[src/rtl/delay_line_sequencer.sv]
// delay_line_sequencer
// Controls a short/long/bypass tap delay-line datapath. It picks the
// output path, clears both delay lines whenever the path is (re)entered,
// and holds out_valid low until the selected line has refilled. The
// sample data never passes through this block.
//
// Ports
//   clock       single clock, rising edge
//   reset       asynchronous active-high reset
//   ena         block enable; low returns to IDLE
//   req_valid   host path-change request valid
//   req_sel     requested path: 0 short, 1 long, 2 bypass, 3 illegal
//   req_ready   request accepted when req_valid && req_ready
//   line_clear  synchronous clear to both delay lines
//   path_sel    output-mux select (current path)
//   out_valid   mux output carries fully propagated samples
//   busy        high while refilling (FILL)
//   err_sticky  an illegal request was accepted; cleared only by reset
//   switch_cnt  completed path changes from RUN, saturating at 255
module delay_line_sequencer #(
    parameter int SHORT_LAT   = 60,
    parameter int LONG_LAT    = 90,
    parameter int DEFAULT_SEL = 0
) (
    input  logic       clock,
    input  logic       reset,
    input  logic       ena,
    input  logic       req_valid,
    input  logic [1:0] req_sel,
    output logic       req_ready,
    output logic       line_clear,
    output logic [1:0] path_sel,
    output logic       out_valid,
    output logic       busy,
    output logic       err_sticky,
    output logic [7:0] switch_cnt
);

    typedef enum logic [1:0] {IDLE, FILL, RUN} state_t;

    state_t     state;
    logic [7:0] fill_cnt;

    logic accept;
    logic illegal;
    logic change;

    // req_ready is itself registered and only high in IDLE/RUN, so an
    // accepted request can never arrive while filling.
    assign accept  = req_valid & req_ready;
    assign illegal = accept & (req_sel == 2'd3);
    assign change  = accept & ~illegal & (req_sel != path_sel);

    // Fill length per path; bypass needs only the clear cycle itself.
    function automatic logic [7:0] lat_of(input logic [1:0] sel);
        case (sel)
            2'd0:    lat_of = SHORT_LAT[7:0];
            2'd1:    lat_of = LONG_LAT[7:0];
            default: lat_of = 8'd0;
        endcase
    endfunction

    always_ff @(posedge clock or posedge reset) begin
        if (reset) begin
            state      <= IDLE;
            path_sel   <= DEFAULT_SEL[1:0];
            line_clear <= 1'b1;
            out_valid  <= 1'b0;
            busy       <= 1'b0;
            req_ready  <= 1'b0;
            err_sticky <= 1'b0;
            switch_cnt <= 8'd0;
            fill_cnt   <= 8'd0;
        end else begin
            if (illegal)
                err_sticky <= 1'b1;

            case (state)
                IDLE: begin
                    // Path may be preset while parked; not counted as a switch.
                    if (change)
                        path_sel <= req_sel;
                    line_clear <= 1'b1;
                    out_valid  <= 1'b0;
                    if (ena) begin
                        state     <= FILL;
                        fill_cnt  <= lat_of(change ? req_sel : path_sel);
                        busy      <= 1'b1;
                        req_ready <= 1'b0;
                    end else begin
                        busy      <= 1'b0;
                        req_ready <= 1'b1;
                    end
                end

                FILL: begin
                    if (!ena) begin
                        state      <= IDLE;
                        line_clear <= 1'b1;
                        out_valid  <= 1'b0;
                        busy       <= 1'b0;
                        req_ready  <= 1'b1;
                    end else begin
                        // Clear is a one-cycle pulse at fill entry.
                        line_clear <= 1'b0;
                        if (fill_cnt == 8'd0) begin
                            state     <= RUN;
                            busy      <= 1'b0;
                            out_valid <= 1'b1;
                            req_ready <= 1'b1;
                        end else begin
                            fill_cnt <= fill_cnt - 8'd1;
                        end
                    end
                end

                RUN: begin
                    // A path change is committed even if ena drops on the
                    // same cycle; IDLE then wins over starting a refill.
                    if (change) begin
                        path_sel <= req_sel;
                        if (switch_cnt != 8'hff)
                            switch_cnt <= switch_cnt + 8'd1;
                    end
                    if (!ena) begin
                        state      <= IDLE;
                        line_clear <= 1'b1;
                        out_valid  <= 1'b0;
                        busy       <= 1'b0;
                        req_ready  <= 1'b1;
                    end else if (change) begin
                        state      <= FILL;
                        fill_cnt   <= lat_of(req_sel);
                        line_clear <= 1'b1;
                        out_valid  <= 1'b0;
                        busy       <= 1'b1;
                        req_ready  <= 1'b0;
                    end
                end

                default: begin
                    state <= IDLE;
                end
            endcase
        end
    end

endmodule

[config.mk]
export PLATFORM = sky130hd
export DESIGN_NAME = delay_line_sequencer
export DESIGN_NICKNAME = d
export VERILOG_FILES = /design/src/rtl/delay_line_sequencer.sv
export SDC_FILE = /design/constraint.sdc
export NUM_CORES = 1
export LEC_CHECK = 0
export CORE_MARGIN = 2
export CORE_UTILIZATION = 49
export CTS_CLUSTER_DIAMETER = 40
export DETAILED_ROUTE_END_ITERATION = 12
export GPL_ROUTABILITY_DRIVEN = 1
export PLACE_DENSITY = 0.75
export SKIP_LAST_GASP = 1
export SLEW_MARGIN = 20
export SYNTH_ARGS = -nofsm -noshare
export SYNTH_HDL_FRONTEND = slang
export SYNTH_SLANG_ARGS = --single-unit
[constraint.sdc]
create_clock -name clock -period 1.9 [get_ports clock]
set_input_delay 0.57 -clock clock [delete_from_list [all_inputs] [get_ports clock]]
set_output_delay 0.57 -clock clock [all_outputs]
set_load 0.01 [all_outputs]
* Word level (Yosys, flattened, before mapping)
Cells that the tools add are included.
** Cells by class
- Add/subtract/negate cells :: 2
- $mul :: 0
- Divide/modulo/power cells :: 0
- $lt $le $gt $ge :: 0
- Equal/unequal tests :: 14
- Shifts and indexed selects :: 0
- Multiplexer cells :: 32
- Bitwise operators :: 5
- Reductions and logical operators :: 11
** Operator list (number)
- 8-bit 2-to-1 mux :: 5
- 7-bit case mux with 2 select lines :: 2
- 8-bit case mux with 3 select lines :: 1
- 1-bit 2-to-1 mux :: 13
- 2-bit 2-to-1 mux :: 6
- 1-bit case mux with 3 select lines :: 4
- 2-bit inequality test, second input constant :: 5
- 3-bit AND reduction :: 3
- 8-bit by 1-bit adder with 8-bit output, second input constant :: 1
- 8-bit logical NOT :: 1
- 8-bit inequality test, second input constant :: 1
- 8-bit by 1-bit subtractor with 8-bit output, second input constant :: 1
- 2-bit by 1-bit == test with 1-bit output, second input constant :: 3
- 2-bit logical NOT :: 3
- 3-bit inequality test, second input constant :: 2
- 2-bit case mux with 3 select lines :: 1
- 6-bit AND reduction :: 1
- 1-bit bitwise AND :: 4
- 2-bit == test, second input constant :: 2
- 3-bit nonzero test :: 1
- 2-bit inequality test :: 1
- 2-bit AND reduction :: 1
- 2-bit OR reduction :: 1
- 1-bit NOT :: 1
** Storage, ports and cells
- Register bits after elaboration :: 25
- Latch bits :: 0
- Bits in writable memories :: 0
- ROM bits :: 0
- Input port bits :: 6
- Output and inout bits :: 15
- Logic and storage cells :: 73
- Memories kept :: 0

* Depth between registers and ports, before layout
Gate-level depths: netlist (run 1).
- Word-level depth :: 10
- Depth in mapped cells :: 8
- Depth with buffers taken out :: 7

* Worst setup path after synthesis (run 1)
OpenSTA, ideal clock, no wires.
- Path type :: reg2reg
- Start point :: register fill_cnt[0]
- End point :: register fill_cnt[1]
- Setup time :: 0.125 ns
- Arrival :: 1.784 ns
- Data required time :: 1.775 ns
- Path slack :: -0.009 ns
- Stages on the path, launching flop included :: 9
- Buffers on the path :: 1
- Period minus slack after synthesis :: 1.909 ns
- Cells stage by stage :: dfrtp_1 inv_1 ha_1 nor3b_1 nand3_2 o211a_2 and2_4 buf_6 mux2_4
** Between the ends
- Cells in the longest elaborated chain, start to end :: 4
- Elaborated cells on any way between the ends :: 7
- Those cells by class :: 1 x add/sub; 1 x eq/ne; 3 x mux; 2 x reduce/logical
** RTL lines
- start, declared :: RTL line 42 : logic [7:0] fill_cnt;
- start signal, assigned :: RTL line 87 : fill_cnt <= lat_of(change ? req_sel : path_sel);
- start signal, assigned :: RTL line 112 : fill_cnt <= fill_cnt - 8'd1;
- start signal, assigned :: RTL line 133 : fill_cnt <= lat_of(req_sel);
- 8-bit by 1-bit subtractor with 8-bit output :: RTL line 112
- 8-bit 2-to-1 mux :: RTL line 106 : if (fill_cnt == 8'd0) begin
- 8-bit 2-to-1 mux :: RTL line 97 : if (!ena) begin
- 8-bit case mux with 3 select lines :: RTL line 78 : case (state)
Several ways; a longest one is shown, not always the timed one. The select of a mux whose other input is x is not followed.
A chain may end at the register's enable or synchronous reset.

* Worst setup path after layout (run 1)
- Start point :: register state[0]
- End point :: register fill_cnt[4]
** Between the ends
- Cells in the longest elaborated chain, start to end :: 3
- Elaborated cells on any way between the ends :: 11
- Those cells by class :: 7 x eq/ne; 1 x mux; 3 x reduce/logical
** RTL lines
- start, declared :: RTL line 41 : state_t state;
- start signal, assigned :: RTL line 65 : state <= IDLE;
- start signal, assigned :: RTL line 86 : state <= FILL;
- start signal, assigned :: RTL line 98 : state <= IDLE;
- 2-bit by 1-bit == test with 1-bit output, or another cell as far along :: RTL line 78
- 2-bit inequality test (no line) or 3-bit nonzero test (tied branches)
- 6-bit AND reduction (no line)
Several ways; a longest one is shown, not always the timed one.

==> flow_summary_export.csv, run 1 <==
group,metric,value,unit
status,outcome,"finished, final reports clean",
hold_path,hold_class,"flip-flop to flip-flop",
synth,synth_most_common_cell,"dfrtp_1",
sta,slew_violations,0,
sta,slew_headroom,78.5,%
route,wl_met2,2030,um
synth,yosys_warnings,0,
global_route,grt_usage,22.8,%
sta,setup_viol,0,
clock_tree,cts_tree,"yes",
sta,fmax,0.540,GHz
route,antenna_left,0,
synth,synth.area.top_cells,"dfrtp_1, ha_1, mux2_4",
clock_tree,hold_buffers,0,
critical_path,cp-end-kind,"flip-flop",
sta,hold_viol,0,
route,drt_iter0_drc,62,
sta,fin_crit_sh,97.4,%
synth,synth_ff_type,"dfrtp_1",
clock_tree,ctsRootBufferMaster,"clkbuf_4",
sta,hold-worst-slack,0.491,ns
global_route,grt_pass1_vias,1459,
sta,min_period,1.85,ns
sta,tightest_slew,0.323,ns
critical_path,cp-start-kind,"flip-flop",
synth,synth.avg_cell_area,9.88,um2
sta,tns,0,ns
job,max-cap-violations,0,
floorplanning,core_area,0.00305,mm2
synth,ys_seq_area_share,39.6,%
sta,worst_slack,0.0487,ns
synth,synth_area_leader_cell,"dfrtp_1",
final_layout,synthToLayoutAreaGrowth,39.7,%
synth,synth-edff-count,0,
placed_design,dpl.hpwl,2780,um
final_layout,multi_input_area,981,um2
final_layout,layout.nets,231,
placed_design,portBuffers,20,
power,p_leak,1.07,nW
clock_tree,clock-sinks,25,
floorplanning,die_area,0.00370,mm2
final_layout,seq_area,631,um2
critical_path,crit_type,"flip-flop to flip-flop",
power,p_per_area,1300,mW/mm2
floorplanning,fp-row-count,20,
route,drc_errors,0,
synth,async_reset_ff_share,100,%
final_layout,layout-drive-gt1-share,33.3,%
floorplanning,die_x,60.8,um
synth,synth_cell_type_count,47,
route,vias_per_cell,5.64,
synth,syn_nets,174,
floorplanning,start_util,51.8,%
route,wl,3920,um
synth,synth_common_cells,"dfrtp_1, nand2_1, o21ai_0",
power,ir_worst_vdd,0.716,mV
route,highest_layer,"met4",
global_route,grt_pass1_wl,6430,um
clock_tree,insertion_delay,0.32,ns
critical_path,arrival,2.08,ns
placed_design,globalplace.congestion,0.964,
final_layout,diodes,0,
sta,skew,0.00519,ns
synth,synth_top_area_share,38.0,%
clock_tree,h-tree-depth,1,
floorplanning,ios,21,
clock_tree,cts.path.max_buffers,2,
global_route,grt_start_max_net_pins,26,
power,power.total,2.87,mW
global_route,grt-ovfl-total,0,
placed_design,place_ws,-0.474,ns
route,wl_met1,1700,um
global_route,grt_antenna_before_repair,0,
route,vias,1466,
sta,rsz0062_at_grt,"true",
route,wl_per_cell,15.1,um
clock_tree,numCtsBuffers,3,
critical_path,required,2.13,ns
route,drt-pass1-iter-count,4,
route,wl_met3,134,um
final_layout,nFillCells,235,
floorplanning,die_h,60.8,um
clock_tree,clk_pin_slew,0.15,ns
synth,netlist_area,0.00158,mm2
critical_path,crit_fanout,6,
synth,postSynthCellCount,160,
synth,synth-seq-cells,25,
-- metal layers --
metal  GRT usage, %  vias up
met1           27.9      722
li1               -      701
met5              0        -
met3           2.99        6
met4           6.83        0
met2           41.5       37
-- report_power, final --
part	internal [mW]	total (mW)	switching (mW)
Combinational	0.910	1.76	0.854
Sequential	0.692	0.857	0.165
Clock	0.0789	0.246	0.167
Total	1.68	2.87	1.19
-- worst max-delay path: stages, from the launching register on --
cell,delay [ns]
dfrtp_1,0.45
inv_1,0.11
ha_1,0.23
nor2b_2,0.17
nor2_1,0.09
o211a_2,0.19
and2_4,0.20
mux2_4,0.31
-- final timing paths --
| check | slack [ns] | depth (start not counted) | start | endpoint |
|---|---|---|---|---|
| setup / recovery | 0.05 | 7 | state[0]$_DFFE_PP0P_ | fill_cnt[4]$_DFFE_PP0P_ |
| hold / removal | 0.49 | 1 | err_sticky$_DFFE_PP0P_ | err_sticky$_DFFE_PP0P_ |
| setup reg to reg | 0.05 | 7 | state[0]$_DFFE_PP0P_ | fill_cnt[4]$_DFFE_PP0P_ |
| hold reg to reg | 0.49 | 1 | err_sticky$_DFFE_PP0P_ | err_sticky$_DFFE_PP0P_ |
| max in group asynchronous | 1.03 | 3 | reset | line_clear$_DFFE_PP1P_ |
| min in group asynchronous | 0.58 | 3 | reset | switch_cnt[6]$_DFFE_PP0P_ |
-- final cells by class --
| cell class | instances | area share [%] |
|---|---|---|
| Multi-Input combinational cell | 122 | 44.4 |
| Tap cell | 44 | 2.49 |
| Sequential cell | 25 | 28.5 |
| Clock inverter | 1 | 0.227 |
| Timing Repair Buffer | 57 | 22.0 |
| Inverter | 8 | 1.36 |
| Clock buffer | 3 | 1.02 |
-- registers in the layout, indices dropped and copies added (netlist names) --
signal      flops
busy            1
line_clear      1
out_valid       1
err_sticky      1
state           2
fill_cnt        8
switch_cnt      8
path_sel        2
req_ready       1
-- cell families (layout without fill, tap and decap cells) --
| group | after synthesis | in the layout | share of synthesized area, % |
|---|---|---|---|
| xor+xnor | 10 | 10 | 5.54 |
| buf+inv | 13 | 69 | 3.64 |
| flops | 25 | 25 | 39.6 |
| mux | 6 | 6 | 5.14 |
| compound gates | 44 | 44 | 19.4 |
| fa+ha+maj | 8 | 8 | 6.33 |
| simple gates | 54 | 54 | 20.3 |
-- cell usage in the layout, fill, tap and decap left out, types with 3 or more instances in the layout --
master           count
a31oi_1              5
clkbuf_4             3
clkdlybuf4s50_1     14
ha_1                 7
dlymetal6s2s_1       4
xor2_1               5
nand3_1              7
a22o_1               3
nand2_1             12
a21oi_1              4
inv_1                6
mux2_4               4
dfrtp_2              3
dfrtp_1             21
o21ai_0             10
nor2_1               7
xnor2_1              5
buf_4               37
-- through the flow --
stage	cells	util [%]	area, um2
after global placement	244	65.6	2000
after detailed placement	244	65.6	2000
final	260	72.4	2210
after floorplan	160	-	1590
after CTS	251	67.6	2060
after global routing	260	72.4	2210
-- timing repair --
item | in CTS | in global routing
gates resized for setup | 8 | 21
buffers inserted | 3 | 9
pin swaps | 2 | 4
setup endpoints to repair | 15 | 27
Note: power is estimated with default switching activity, not from simulation.
==> run 2, diff against run 1 <==
Settings changed: CTS_CLUSTER_DIAMETER 40 to unset.
==> results of run 2 <==
Same layout as run 1: the final DEF is identical, and so are final timing and power.
==> run 3, diff against run 2 <==
Settings changed: CORE_UTILIZATION 49 to 54, PLACE_DENSITY 0.75 to 0.78.
Clock period 1.9 ns to 1.8 ns, I/O delays scaled along.
==> flow_summary_export.csv, run 3 (synthesis results as in run 1) <==
group,metric,value,unit
status,outcome,"complete, but fails checks",
clock_tree,clock-sinks,25,
global_route,grt-ovfl-total,0,
sta,setup_viol,14,
floorplanning,ios,21,
final_layout,layout-drive-gt1-share,35.8,%
final_layout,final_common_cell,"buf_4",
sta,fmax,0.529,GHz
hold_path,hold_start,"err_sticky$_DFFE_PP0P_",
clock_tree,insertion_delay,0.33,ns
critical_path,cp.buffers_inverters,3,
critical_path,crit_type,"flip-flop to flip-flop",
final_layout,stdcell_area,0.00229,mm2
final_layout,layout_common_cells,"buf_4, dfrtp_1, nand2_1, dlymetal6s2s_1",
floorplanning,start_util,57.4,%
status,violations,"setup timing",
sta,fin_crit_sh,105,%
sta,tightest_slew,0.487,ns
final_layout,largestRegisters,"fill_cnt (8), switch_cnt (8)",
placed_design,dp.cells,238,
critical_path,cp-start-kind,"flip-flop",
placed_design,placed_area,0.00204,mm2
floorplanning,core_area,0.00276,mm2
global_route,grt_antenna_before_repair,0,
final_layout,diodes,0,
route,vias_per_cell,6.43,
placed_design,dpl.hpwl,2980,um
critical_path,slowest_delay,0.45,ns
sta,slew_violations,0,
critical_path,crit_fanout,4,
sta,hold-worst-slack,0.513,ns
placed_design,portBuffers,20,
clock_tree,numCtsBuffers,3,
critical_path,required,2.06,ns
hold_path,hold_class,"flip-flop to flip-flop",
clock_tree,h-tree-depth,1,
critical_path,cpLargestDelayFamily,"compound AO/OA/AOI/OAI gates",
route,drt_iter0_drc,97,
critical_path,cpMostUsedCell,"inv_1",
clock_tree,cts.path.max_buffers,2,
job,max-cap-violations,0,
floorplanning,fp-row-count,19,
critical_path,cp-startpoint,"state[1]$_DFFE_PP0P_",
global_route,grt_pass1_vias,1591,
sta,hold_viol,0,
sta,rsz0062_at_grt,"true",
sta,skew,0.00762,ns
route,wl_per_cell,20.7,um
global_route,grt_pass1_wl,6950,um
critical_path,cp-end-kind,"flip-flop",
power,ir_worst_vdd,1.24,mV
route,antenna_left,0,
critical_path,arrival,2.15,ns
final_layout,final_util,83.1,%
floorplanning,die_h,58.1,um
critical_path,r2r-start,"state[1]$_DFFE_PP0P_",
route,drc_errors,0,
power,p_leak,1.19,nW
floorplanning,die_x,58.1,um
route,vias,1673,
final_layout,synthToLayoutAreaGrowth,44.9,%
power,p_per_area,1430,mW/mm2
power,power.total,3.29,mW
critical_path,path_cells,"inv_1 -> ha_2 -> inv_1 -> buf_4 -> a211oi_2 -> a41oi_1 -> nor2b_1 -> o21ai_1",
global_route,grt_usage,26.4,%
final_layout,layout.nets,244,
sta,min_period,1.89,ns
sta,slew_headroom,67.4,%
global_route,grt_start_max_net_pins,26,
floorplanning,die_area,0.00338,mm2
clock_tree,cts_tree,"yes",
placed_design,globalplace.congestion,0.897,
final_layout,layout.cells.non_filler,260,
clock_tree,ctsRootBufferMaster,"clkbuf_4",
critical_path,slowest_stage,"dfrtp_1",
route,drt-pass1-iter-count,4,
sta,worst_slack,-0.0912,ns
clock_tree,clk_pin_slew,0.15,ns
route,wl,5380,um
## run 3: cell count changes in the layout (fill, tap and decap cells not counted), moves of 3 or more
cell	delta
buf_4	+13
clkdlybuf4s50_1	-11
dlygate4sd2_1	+6
dlymetal6s2s_1	+5
o21ai_1	+3
## run 3: final cells by class
cell class	instances	area (um2)
multi-input cells	122	977
flip-flops and latches	25	631
well taps	31	38.8
repair buffers	70	588
inverters	8	30.0
fillers	154	467
clock buffers	4	26.3
## run 3: metal layers
layer,track usage [%],up-vias,routed length [um]
met1,31.4,829,2090
met3,4.02,28,349
met4,7.64,0,246
li1,-,724,-
met5,0,-,0
met2,48.9,92,2690
## run 3: repair_timing
item / CTS / global route
setup buffers: 12 / 6
pin swaps: 5 / 4
gates resized for setup: 12 / 29
endpoints found under the setup margin: 35 / 26
hold buffers: 0 / 0
## run 3: power by group
group | switching (mW) | internal, mW
clock network | 0.186 | 0.0871
registers | 0.154 | 0.730
logic | 1.06 | 1.07
total | 1.40 | 1.89
## run 3: path summary, 6_finish.rpt
kind,slack [ns],cells past startpoint,to
setup / recovery,-0.09,8,state[0]$_DFFE_PP0P_
hold / removal,0.51,1,err_sticky$_DFFE_PP0P_
setup reg to reg,-0.09,8,state[0]$_DFFE_PP0P_
hold reg to reg,0.51,1,err_sticky$_DFFE_PP0P_
max in group asynchronous,0.97,3,line_clear$_DFFE_PP1P_
min in group asynchronous,0.54,3,fill_cnt[4]$_DFFE_PP0P_
## run 3: through the flow
step           setup WS [ns]  TNS [ns]
2_1_floorplan        0.00785         0
3_3_place_gp          -0.424     -7.85
3_5_place_dp          -0.556     -9.23
4_1_cts               -0.131    -0.131
5_1_grt               -0.135     -1.19
6_report             -0.0912    -0.622
